File: config.mk
export PLATFORM = sky130hd
export DESIGN_NAME = pipe_stage_reg
export DESIGN_NICKNAME = d
export VERILOG_FILES = /design/src/rtl/pipe_stage_reg_pkg.sv /design/src/rtl/pipe_stage_reg_sat_counter.sv /design/src/rtl/pipe_stage_reg.sv
export SDC_FILE = /design/constraint.sdc
export NUM_CORES = 1
export LEC_CHECK = 0
export CORE_ASPECT_RATIO = 1.75
export CORE_MARGIN = 5
export CORE_UTILIZATION = 42
export CTS_CLUSTER_DIAMETER = 120
export CTS_CLUSTER_SIZE = 8
export DETAILED_ROUTE_END_ITERATION = 8
export PLACE_DENSITY = 0.82
export SYNTH_ARGS = -nofsm -noshare
export SYNTH_HDL_FRONTEND = slang
export SYNTH_SLANG_ARGS = --single-unit
File: constraint.sdc
create_clock -name clk -period 1.78 [get_ports clk]
set_input_delay 0.356 -clock clk [delete_from_list [all_inputs] [get_ports clk]]
set_output_delay 0.356 -clock clk [all_outputs]
set_load 0.02 [all_outputs]
File: src/rtl/pipe_stage_reg_pkg.sv
// Purpose : shared constants for the handshaked pipeline-stage register.
// Latency : n/a (package only).
// Backpressure: n/a (package only).
//
// Contents: stage state encoding and default payload / stall-counter widths.
package pipe_pkg;

  // Stage occupancy encoding
  localparam logic [1:0] PS_EMPTY = 2'd0;  // main register empty
  localparam logic [1:0] PS_FULL  = 2'd1;  // main valid, skid empty
  localparam logic [1:0] PS_SKID  = 2'd2;  // main and skid both valid

  localparam int unsigned PIPE_WIDTH_DEF = 32;
  localparam int unsigned PIPE_CNT_W_DEF = 16;

endpackage

File: src/rtl/pipe_stage_reg_sat_counter.sv
// Purpose : saturating up-counter, sticks at all-ones until reset.
// Latency : count updates on the edge after inc is sampled high.
// Backpressure: none; inc is a plain per-cycle strobe.
//
// Ports: clk, rst (sync, active-high), inc (count strobe), count (W bits).
module sat_counter #(
  parameter int W = 16
) (
  input  logic         clk,
  input  logic         rst,
  input  logic         inc,
  output logic [W-1:0] count
);

  always_ff @(posedge clk) begin
    if (rst) begin
      count <= '0;
    end else if (inc && (count != {W{1'b1}})) begin
      count <= count + W'(1);
    end
  end

endmodule

File: src/rtl/pipe_stage_reg.sv
// Purpose : valid/ready pipeline-stage register with flush and stall counter.
// Latency : 1 cycle in->out; one payload per cycle while out_ready is high.
// Backpressure: with PIPE_STAGE_SKID_EN a skid entry absorbs one payload and
//   in_ready is a register; without it in_ready = ~out_valid | out_ready.
//
// Ports: clk, rst (sync, active-high), flush (sync squash of held entries),
//   in_valid/in_ready/in_data (upstream), out_valid/out_ready/out_data
//   (downstream), stall_cnt (saturating count of out_valid & ~out_ready).
// Build option: define PIPE_STAGE_SKID_EN to compile in the skid register.
module pipe_stage_reg
  import pipe_pkg::*;
#(
  parameter int WIDTH = PIPE_WIDTH_DEF,
  parameter int CNT_W = PIPE_CNT_W_DEF
) (
  input  logic             clk,
  input  logic             rst,
  input  logic             flush,
  input  logic             in_valid,
  output logic             in_ready,
  input  logic [WIDTH-1:0] in_data,
  output logic             out_valid,
  input  logic             out_ready,
  output logic [WIDTH-1:0] out_data,
  output logic [CNT_W-1:0] stall_cnt
);

  logic [1:0] state;

`ifdef PIPE_STAGE_SKID_EN
  logic             skid_valid;
  logic [WIDTH-1:0] skid_data;

  // rst and flush clear the same storage; the stall counter sits outside
  // this block so flush leaves it alone.
  always_ff @(posedge clk) begin
    if (rst || flush) begin
      state      <= PS_EMPTY;
      out_valid  <= 1'b0;
      out_data   <= '0;
      skid_valid <= 1'b0;
      skid_data  <= '0;
    end else begin
      case (state)
        PS_EMPTY: begin
          if (in_valid) begin
            out_data  <= in_data;
            out_valid <= 1'b1;
            state     <= PS_FULL;
          end
        end
        PS_FULL: begin
          if (out_ready) begin
            if (in_valid) begin
              out_data <= in_data;
            end else begin
              out_valid <= 1'b0;
              state     <= PS_EMPTY;
            end
          end else if (in_valid) begin
            // in_ready was already high this cycle, so the payload must be
            // caught here rather than refused.
            skid_data  <= in_data;
            skid_valid <= 1'b1;
            state      <= PS_SKID;
          end
        end
        PS_SKID: begin
          if (out_ready) begin
            out_data   <= skid_data;
            skid_valid <= 1'b0;
            state      <= PS_FULL;
          end
        end
        default: begin
          state      <= PS_EMPTY;
          out_valid  <= 1'b0;
          skid_valid <= 1'b0;
        end
      endcase
    end
  end

  // Straight from a flop: breaks the out_ready -> in_ready timing path.
  assign in_ready = ~skid_valid;

`else
  always_ff @(posedge clk) begin
    if (rst || flush) begin
      state     <= PS_EMPTY;
      out_valid <= 1'b0;
      out_data  <= '0;
    end else begin
      case (state)
        PS_EMPTY: begin
          if (in_valid) begin
            out_data  <= in_data;
            out_valid <= 1'b1;
            state     <= PS_FULL;
          end
        end
        PS_FULL: begin
          // Without out_ready, in_ready is low, so in_valid is ignored.
          if (out_ready) begin
            if (in_valid) begin
              out_data <= in_data;
            end else begin
              out_valid <= 1'b0;
              state     <= PS_EMPTY;
            end
          end
        end
        default: begin
          state     <= PS_EMPTY;
          out_valid <= 1'b0;
        end
      endcase
    end
  end

  assign in_ready = ~out_valid | out_ready;
`endif

  sat_counter #(.W(CNT_W)) u_stall_cnt (
    .clk   (clk),
    .rst   (rst),
    .inc   (out_valid & ~out_ready),
    .count (stall_cnt)
  );

endmodule

==> impl_metrics.env, run 1 <==
export IMPL_status="complete, no violations"
export IMPL_yosysSeqAreaShare_pct=49.12
export IMPL_worstPathCellList="buf_4, clkdlybuf4s50_1"
export IMPL_clock_root_buffer="clkbuf_8"
export IMPL_htreeDepth=2
export IMPL_slowest_delay_ns=0.59
export IMPL_finalPower_mw=2.173
export IMPL_fin_cells=401
export IMPL_synth_top_area_share_pct=49.12
export IMPL_reg2regPathDepth=5
export IMPL_avgRoutedWirePerCell_um=14.23
export IMPL_relSlewSlack_pct=58.01
export IMPL_fin_crit_sh_pct=96.34
export IMPL_reg2reg_slack_ns=0.09
export IMPL_clock_path_buffers=2
export IMPL_gr_total_overflow=0
export IMPL_grt_pass1_vias=2035
export IMPL_first_pass_iters=5
export IMPL_busiest_layer="met2"
export IMPL_critPathMaxFanout=4
export IMPL_grt_start_max_net_pins=34
export IMPL_drv_slew=0
export IMPL_synthTopCellsByArea="dfxtp_1, nand2_1, a21oi_1"
export IMPL_rows=33
export IMPL_die_area_um2=6288
export IMPL_period_needed_ns=1.715
export IMPL_start_util_pct=42.80
export IMPL_dp_slack_ns=-0.3778
export IMPL_layout_drive_gt1_share_pct=12.03
export IMPL_grtUsageMet3_pct=5.327
export IMPL_power_density_nw_per_um2=683.1
export IMPL_ys_seq_elements=49
export IMPL_drc=0
export IMPL_cts_tree="yes"
export IMPL_vias_per_cell=5.237
export IMPL_finalWorstSetupSlack_ns=0.06515
export IMPL_met2_usage_pct=33.15
export IMPL_grtUsageMet1_pct=17.87
export IMPL_hold_ws_ns=0.4579
export IMPL_finalSetupViolCount=0
export IMPL_critical_path_top_delay_family="buffers and inverters"
export IMPL_cp_arrival_ns=1.36
export IMPL_hp_class="flip-flop to flip-flop"
export IMPL_dp_hpwl_um=4287
export IMPL_clock_sinks=49
export IMPL_fp_dieH_um=101.2
export IMPL_path_buf_inv=2
export IMPL_final_core_util_pct=68.17
export IMPL_setup_worst_path_start_class="flip-flop"
export IMPL_ioPinCount=87
export IMPL_yosysUniqueCellTypes=32
export IMPL_worstHoldPathCells=2
export IMPL_peakVddDrop_mv=0.6583
export IMPL_yosys_area_top_type="dfxtp_1"
export IMPL_antenna_left=0
export IMPL_core_region_area_um2=4666
export IMPL_io_buffers=86
export IMPL_place_inst=393
export IMPL_p_leak_nw=1.301
export IMPL_cp_slowest_cell="clkdlybuf4s50_1"
export IMPL_hold_viol=0
export IMPL_cts_hold_buffers=0
export IMPL_place_gp_congestion=0.8042
export IMPL_grt_pass1_wl_um=9177
export IMPL_rsz0062_at_grt="yes"
export IMPL_first_iter_violations=32
export IMPL_syn_num_nets=286
export IMPL_grtUsageTotal_pct=17.65
export IMPL_clock_skew_final_ns=0.002018
export IMPL_area_delta_synth_final_pct=59.27
export IMPL_synth_area_per_cell_um2=8.052
export IMPL_drv_cap=0
export IMPL_antenna_found_initial=0
export IMPL_yosysWarnings=0
export IMPL_path_class="flip-flop to output port"
export IMPL_critPathRequiredTime_ns=1.42
export IMPL_cp_depth=2
export IMPL_wirelength_um=5706
export IMPL_end_kind="output port"
export IMPL_worst_pin_slew_ns=0.6298
export IMPL_cts_inserted_buffers=5
export IMPL_synth_area_um2=1997
export IMPL_clock_fmax_mhz=583.1
export IMPL_path_clk_slew_ns=0.09
export IMPL_diodes=0
export IMPL_route_vias_total=2100
export IMPL_die_x_um=62.13
export IMPL_nets=387
export IMPL_clk_latency_ns=0.29
export IMPL_synth_cells=248
[kinds of logic after synthesis]
family	share of synthesized area [%]
and+or+nand+nor	30.45
AOI/OAI and AO/OA	14.41
DFF	49.12
buffers and inverters	3.696
muxes	1.692
adders and majority gates	0.6265
[where the power goes]
part | internal, mW | leakage, nW | total [mW] | switching, mW
combinational | 0.148 | 0.848 | 0.275 | 0.127
clock | 0.409 | 0.0540 | 0.765 | 0.356
sequential | 1.12 | 0.399 | 1.13 | 0.0125
[Yosys cell counts, drive strengths merged]
| library cell | number |
|---|---|
| nor4 | 5 |
| or4 | 3 |
| or3 | 9 |
| a2111oi | 1 |
| and2b | 1 |
| buf | 6 |
| o31ai | 2 |
| nand4b | 2 |
| nand3 | 4 |
| o21a | 1 |
| and2 | 1 |
| inv | 3 |
| and3 | 1 |
| nor2b | 3 |
| dfxtp | 49 |
| clkbuf | 9 |
| nand2 | 70 |
| a21oi | 42 |
| a31oi | 1 |
| mux2 | 3 |
| or2 | 1 |
| ha | 1 |
| nand4 | 6 |
| nor3 | 3 |
| o21ai | 8 |
| nor2 | 9 |
| nand3b | 2 |
| and4 | 2 |
[final cells by class]
cell class,instances,area [um^2]
fill,364,1485
clock inverter,2,35.03
multi-input combinational,181,944.7
tap,52,65.06
clock buffer,5,68.82
inverter,3,11.26
sequential,49,983.4
timing repair buffer,109,1072
[registers in the layout (all words and copies together), names as in the netlist]
register	count
out_data	32
state	1
u_stall_cnt.count	16
[metrics by stage]
| step | area [um^2] | TNS, ns |
|---|---|---|
| 4_1_cts | 3158 | 0 |
| 2_1_floorplan | 1997 | 0 |
| 3_5_place_dp | 3050 | -7.360 |
| 3_3_place_gp | 3050 | -6.864 |
| 6_report | 3181 | 0 |
| 5_1_grt | 3181 | -0.02299 |
[metal layers]
layer  vias up  routed length, um
met5         -                  0
met4         0                100
met3         9                395
met2        76               3136
met1       964               2073
li1       1051                  -
[repair_timing]
item | 4_1_cts | 5_1_grt
gates resized for setup | 8 | 10
setup buffers | 1 | 0
endpoints found under the setup margin | 5 | 16
pin swaps | 0 | 1
[tightest hold or removal path, delay by kind of cell (launching register included)]
family	cells	cell delay, ns
flops	1	0.32
simple gates	1	0.05
compound gates	1	0.05
[placed cells by master (no fill, tap or decap), types with 2 or more instances in the layout]
master | netlist | final
dfxtp_1 | 49 | 47
o21ai_0 | 8 | 8
clkdlybuf4s50_1 | 0 | 74
nor4_1 | 4 | 4
buf_12 | 0 | 2
nor2b_1 | 3 | 3
dlymetal6s2s_1 | 0 | 7
dfxtp_2 | 0 | 2
nand3_1 | 4 | 4
mux2_2 | 3 | 3
nand4b_1 | 2 | 2
nor3_1 | 3 | 3
nand2_1 | 70 | 70
a21oi_1 | 42 | 42
clkbuf_8 | 0 | 5
o31ai_1 | 2 | 2
nand3b_1 | 2 | 2
or4_1 | 2 | 2
buf_4 | 0 | 21
nor2_1 | 9 | 9
dlygate4sd2_1 | 0 | 4
or3_1 | 9 | 9
inv_1 | 3 | 2
and4_1 | 2 | 2
nand4_1 | 5 | 5
[path summary, 6_finish.rpt]
check	startpoint	to
min	out_data[2]	out_data[2]
max	u_stall_cnt.count[11]	stall_cnt[11]
max reg2reg	u_stall_cnt.count[15]	u_stall_cnt.count[1]
min reg2reg	out_data[2]	out_data[2]
(Power assumes the default switching activity.)
==> run 2, diff against run 1 <==
--- a/config.mk
+++ b/config.mk
@@ -5,13 +5,15 @@
 export SDC_FILE = /design/constraint.sdc
 export NUM_CORES = 1
 export LEC_CHECK = 0
-export CORE_ASPECT_RATIO = 1.75
+export CELL_PAD_IN_SITES_DETAIL_PLACEMENT = 1
+export CELL_PAD_IN_SITES_GLOBAL_PLACEMENT = 1
+export CORE_ASPECT_RATIO = 1.4
 export CORE_MARGIN = 5
-export CORE_UTILIZATION = 42
+export CORE_UTILIZATION = 29
 export CTS_CLUSTER_DIAMETER = 120
 export CTS_CLUSTER_SIZE = 8
 export DETAILED_ROUTE_END_ITERATION = 8
-export PLACE_DENSITY = 0.82
+export PLACE_DENSITY = 0.81
 export SYNTH_ARGS = -nofsm -noshare
 export SYNTH_HDL_FRONTEND = slang
 export SYNTH_SLANG_ARGS = --single-unit
==> run 2 against run 1 <==
Effect of this change: critical endpoint is now stall_cnt[0]; final area up 1.1%; combinational power hardly changed; clock-buffer cell count grew 2; clock skew rose by 0.0016 ns; via count rose by 1.7%.
==> impl_metrics.env, run 2 (synthesized netlist as in run 1, its figures left out) <==
export IMPL_io_buffers=86
export IMPL_critPathMaxFanout=7
export IMPL_end_kind="output port"
export IMPL_path_clk_slew_ns=0.09
export IMPL_start_util_pct=30.00
export IMPL_relSlewSlack_pct=57.80
export IMPL_worst_pin_slew_ns=0.6330
export IMPL_nets=387
export IMPL_startpoint="u_stall_cnt.count[0]"
export IMPL_drv_slew=0
export IMPL_route_vias_total=2136
export IMPL_finalWorstSetupSlack_ns=0.03288
export IMPL_n_fill_cell=824
export IMPL_regArea_um2=985.9
export IMPL_gr_total_overflow=0
export IMPL_fin_crit_sh_pct=98.15
export IMPL_grt_pass1_wl_um=10600
export IMPL_die_x_um=80.13
export IMPL_first_pass_iters=5
export IMPL_clk_latency_ns=0.30
export IMPL_vias_per_cell=4.844
export IMPL_slowest_delay_ns=0.61
export IMPL_core_region_area_um2=6656
export IMPL_first_iter_violations=46
export IMPL_drv_cap=0
export IMPL_cts_tree="yes"
export IMPL_peakVddDrop_mv=0.3392
export IMPL_top_regs="out_data (32), u_stall_cnt.count (16), state (1)"
export IMPL_fp_dieH_um=108.2
export IMPL_grt_pass1_vias=2229
export IMPL_status="complete, no violations"
export IMPL_clock_path_buffers=2
export IMPL_clock_sinks=49
export IMPL_drc=0
export IMPL_rows=35
export IMPL_clock_root_buffer="clkbuf_8"
export IMPL_period_needed_ns=1.747
export IMPL_antenna_left=0
export IMPL_grt_start_max_net_pins=34
export IMPL_wirelength_um=6486
export IMPL_die_area_um2=8669
export IMPL_critical_path_top_delay_family="buffers and inverters"
export IMPL_worstPathCellList="buf_4, clkdlybuf4s50_1"
export IMPL_path_buf_inv=2
export IMPL_cp_slowest_cell="clkdlybuf4s50_1"
export IMPL_hp_class="flip-flop to flip-flop"
export IMPL_antenna_found_initial=0
export IMPL_place_gp_congestion=0.8235
export IMPL_setup_worst_path_start_class="flip-flop"
export IMPL_multiInputGateArea_um2=960.9
export IMPL_largest_register_ff_count=32
export IMPL_hold_viol=0
export IMPL_avgRoutedWirePerCell_um=14.71
export IMPL_critPathRequiredTime_ns=1.42
export IMPL_finalSetupViolCount=0
export IMPL_post_cts_buffers=0
export IMPL_hold_ws_ns=0.4572
export IMPL_hp_start="out_data[22]"
export IMPL_path_class="flip-flop to output port"
export IMPL_grtUsageTotal_pct=15.47
export IMPL_layout_commonest_cell="clkdlybuf4s50_1"
export IMPL_top_register="out_data"
export IMPL_cp_arrival_ns=1.39
export IMPL_p_leak_nw=1.270
export IMPL_layout_drive_gt1_share_pct=13.18
export IMPL_cts_inserted_buffers=5
export IMPL_area_delta_synth_final_pct=61.09
export IMPL_ioPinCount=87
export IMPL_dp_hpwl_um=4909
export IMPL_clock_skew_final_ns=0.003655
export IMPL_htreeDepth=2
export IMPL_dp_slack_ns=-0.3225
export IMPL_diodes=0
export IMPL_worstReg2RegStart="u_stall_cnt.count[0]"
export IMPL_power_density_nw_per_um2=648.5
export IMPL_layout_common_cells="clkdlybuf4s50_1, nand2_1, dfxtp_1"
export IMPL_clock_fmax_mhz=572.4
## run 2: where the power goes
part | switching, mW | total, mW | internal (mW)
clock network | 0.371 | 0.680 | 0.310
registers | 0.0127 | 1.13 | 1.12
logic | 0.127 | 0.273 | 0.146
## run 2: per-stage QoR
stage                     area [um^2]  utilization [%]  power, mW  setup TNS [ns]  instances
after detailed placement         3095            46.50      1.437          -7.422        434
after global routing             3217            48.33      2.174        -0.03453        441
after CTS                        3178            47.74      2.120               0        441
final                            3217            48.33      2.086               0        441
after floorplan                  1997                -      1.270               0        248
after global placement           3095            46.50      1.432          -5.453        434
## run 2: final timing paths
kind	endpoint	slack (ns)	cells after the start
setup / recovery	stall_cnt[0]	0.03	2
hold / removal	out_data[22]	0.46	2
setup reg to reg	u_stall_cnt.count[11]	0.08	6
hold reg to reg	out_data[22]	0.46	2
## run 2: final cells by class
class	count	area share, %
multi-input combinational	181	29.87
inverter	3	0.3501
timing repair buffer	109	32.87
clock buffer	7	2.684
sequential	49	30.65
tap	92	3.578
## run 2: layer usage
metal	global-route usage [%]	part of all wire, %	up-vias	wire [um]
li1	-	-	1053	-
met1	16.41	39	1010	2501
met2	28.14	52	63	3383
met3	4.917	7.0	10	452
met4	5.676	2.3	0	148
met5	0	0	-	0
## run 2: timing repair
action	CTS	global route
endpoints found under the setup margin	6	15
pin swaps	1	3
endpoints found under the hold margin	0	0
hold buffers	0	0
resized for setup	7	15
## run 2: tightest hold or removal path, delay by kind of cell, from the launching register on
family / cells / cell delay [ns]
AND/OR/NAND/NOR: 1 / 0.05
AO/OA/AOI/OAI: 1 / 0.05
flip-flops: 1 / 0.32
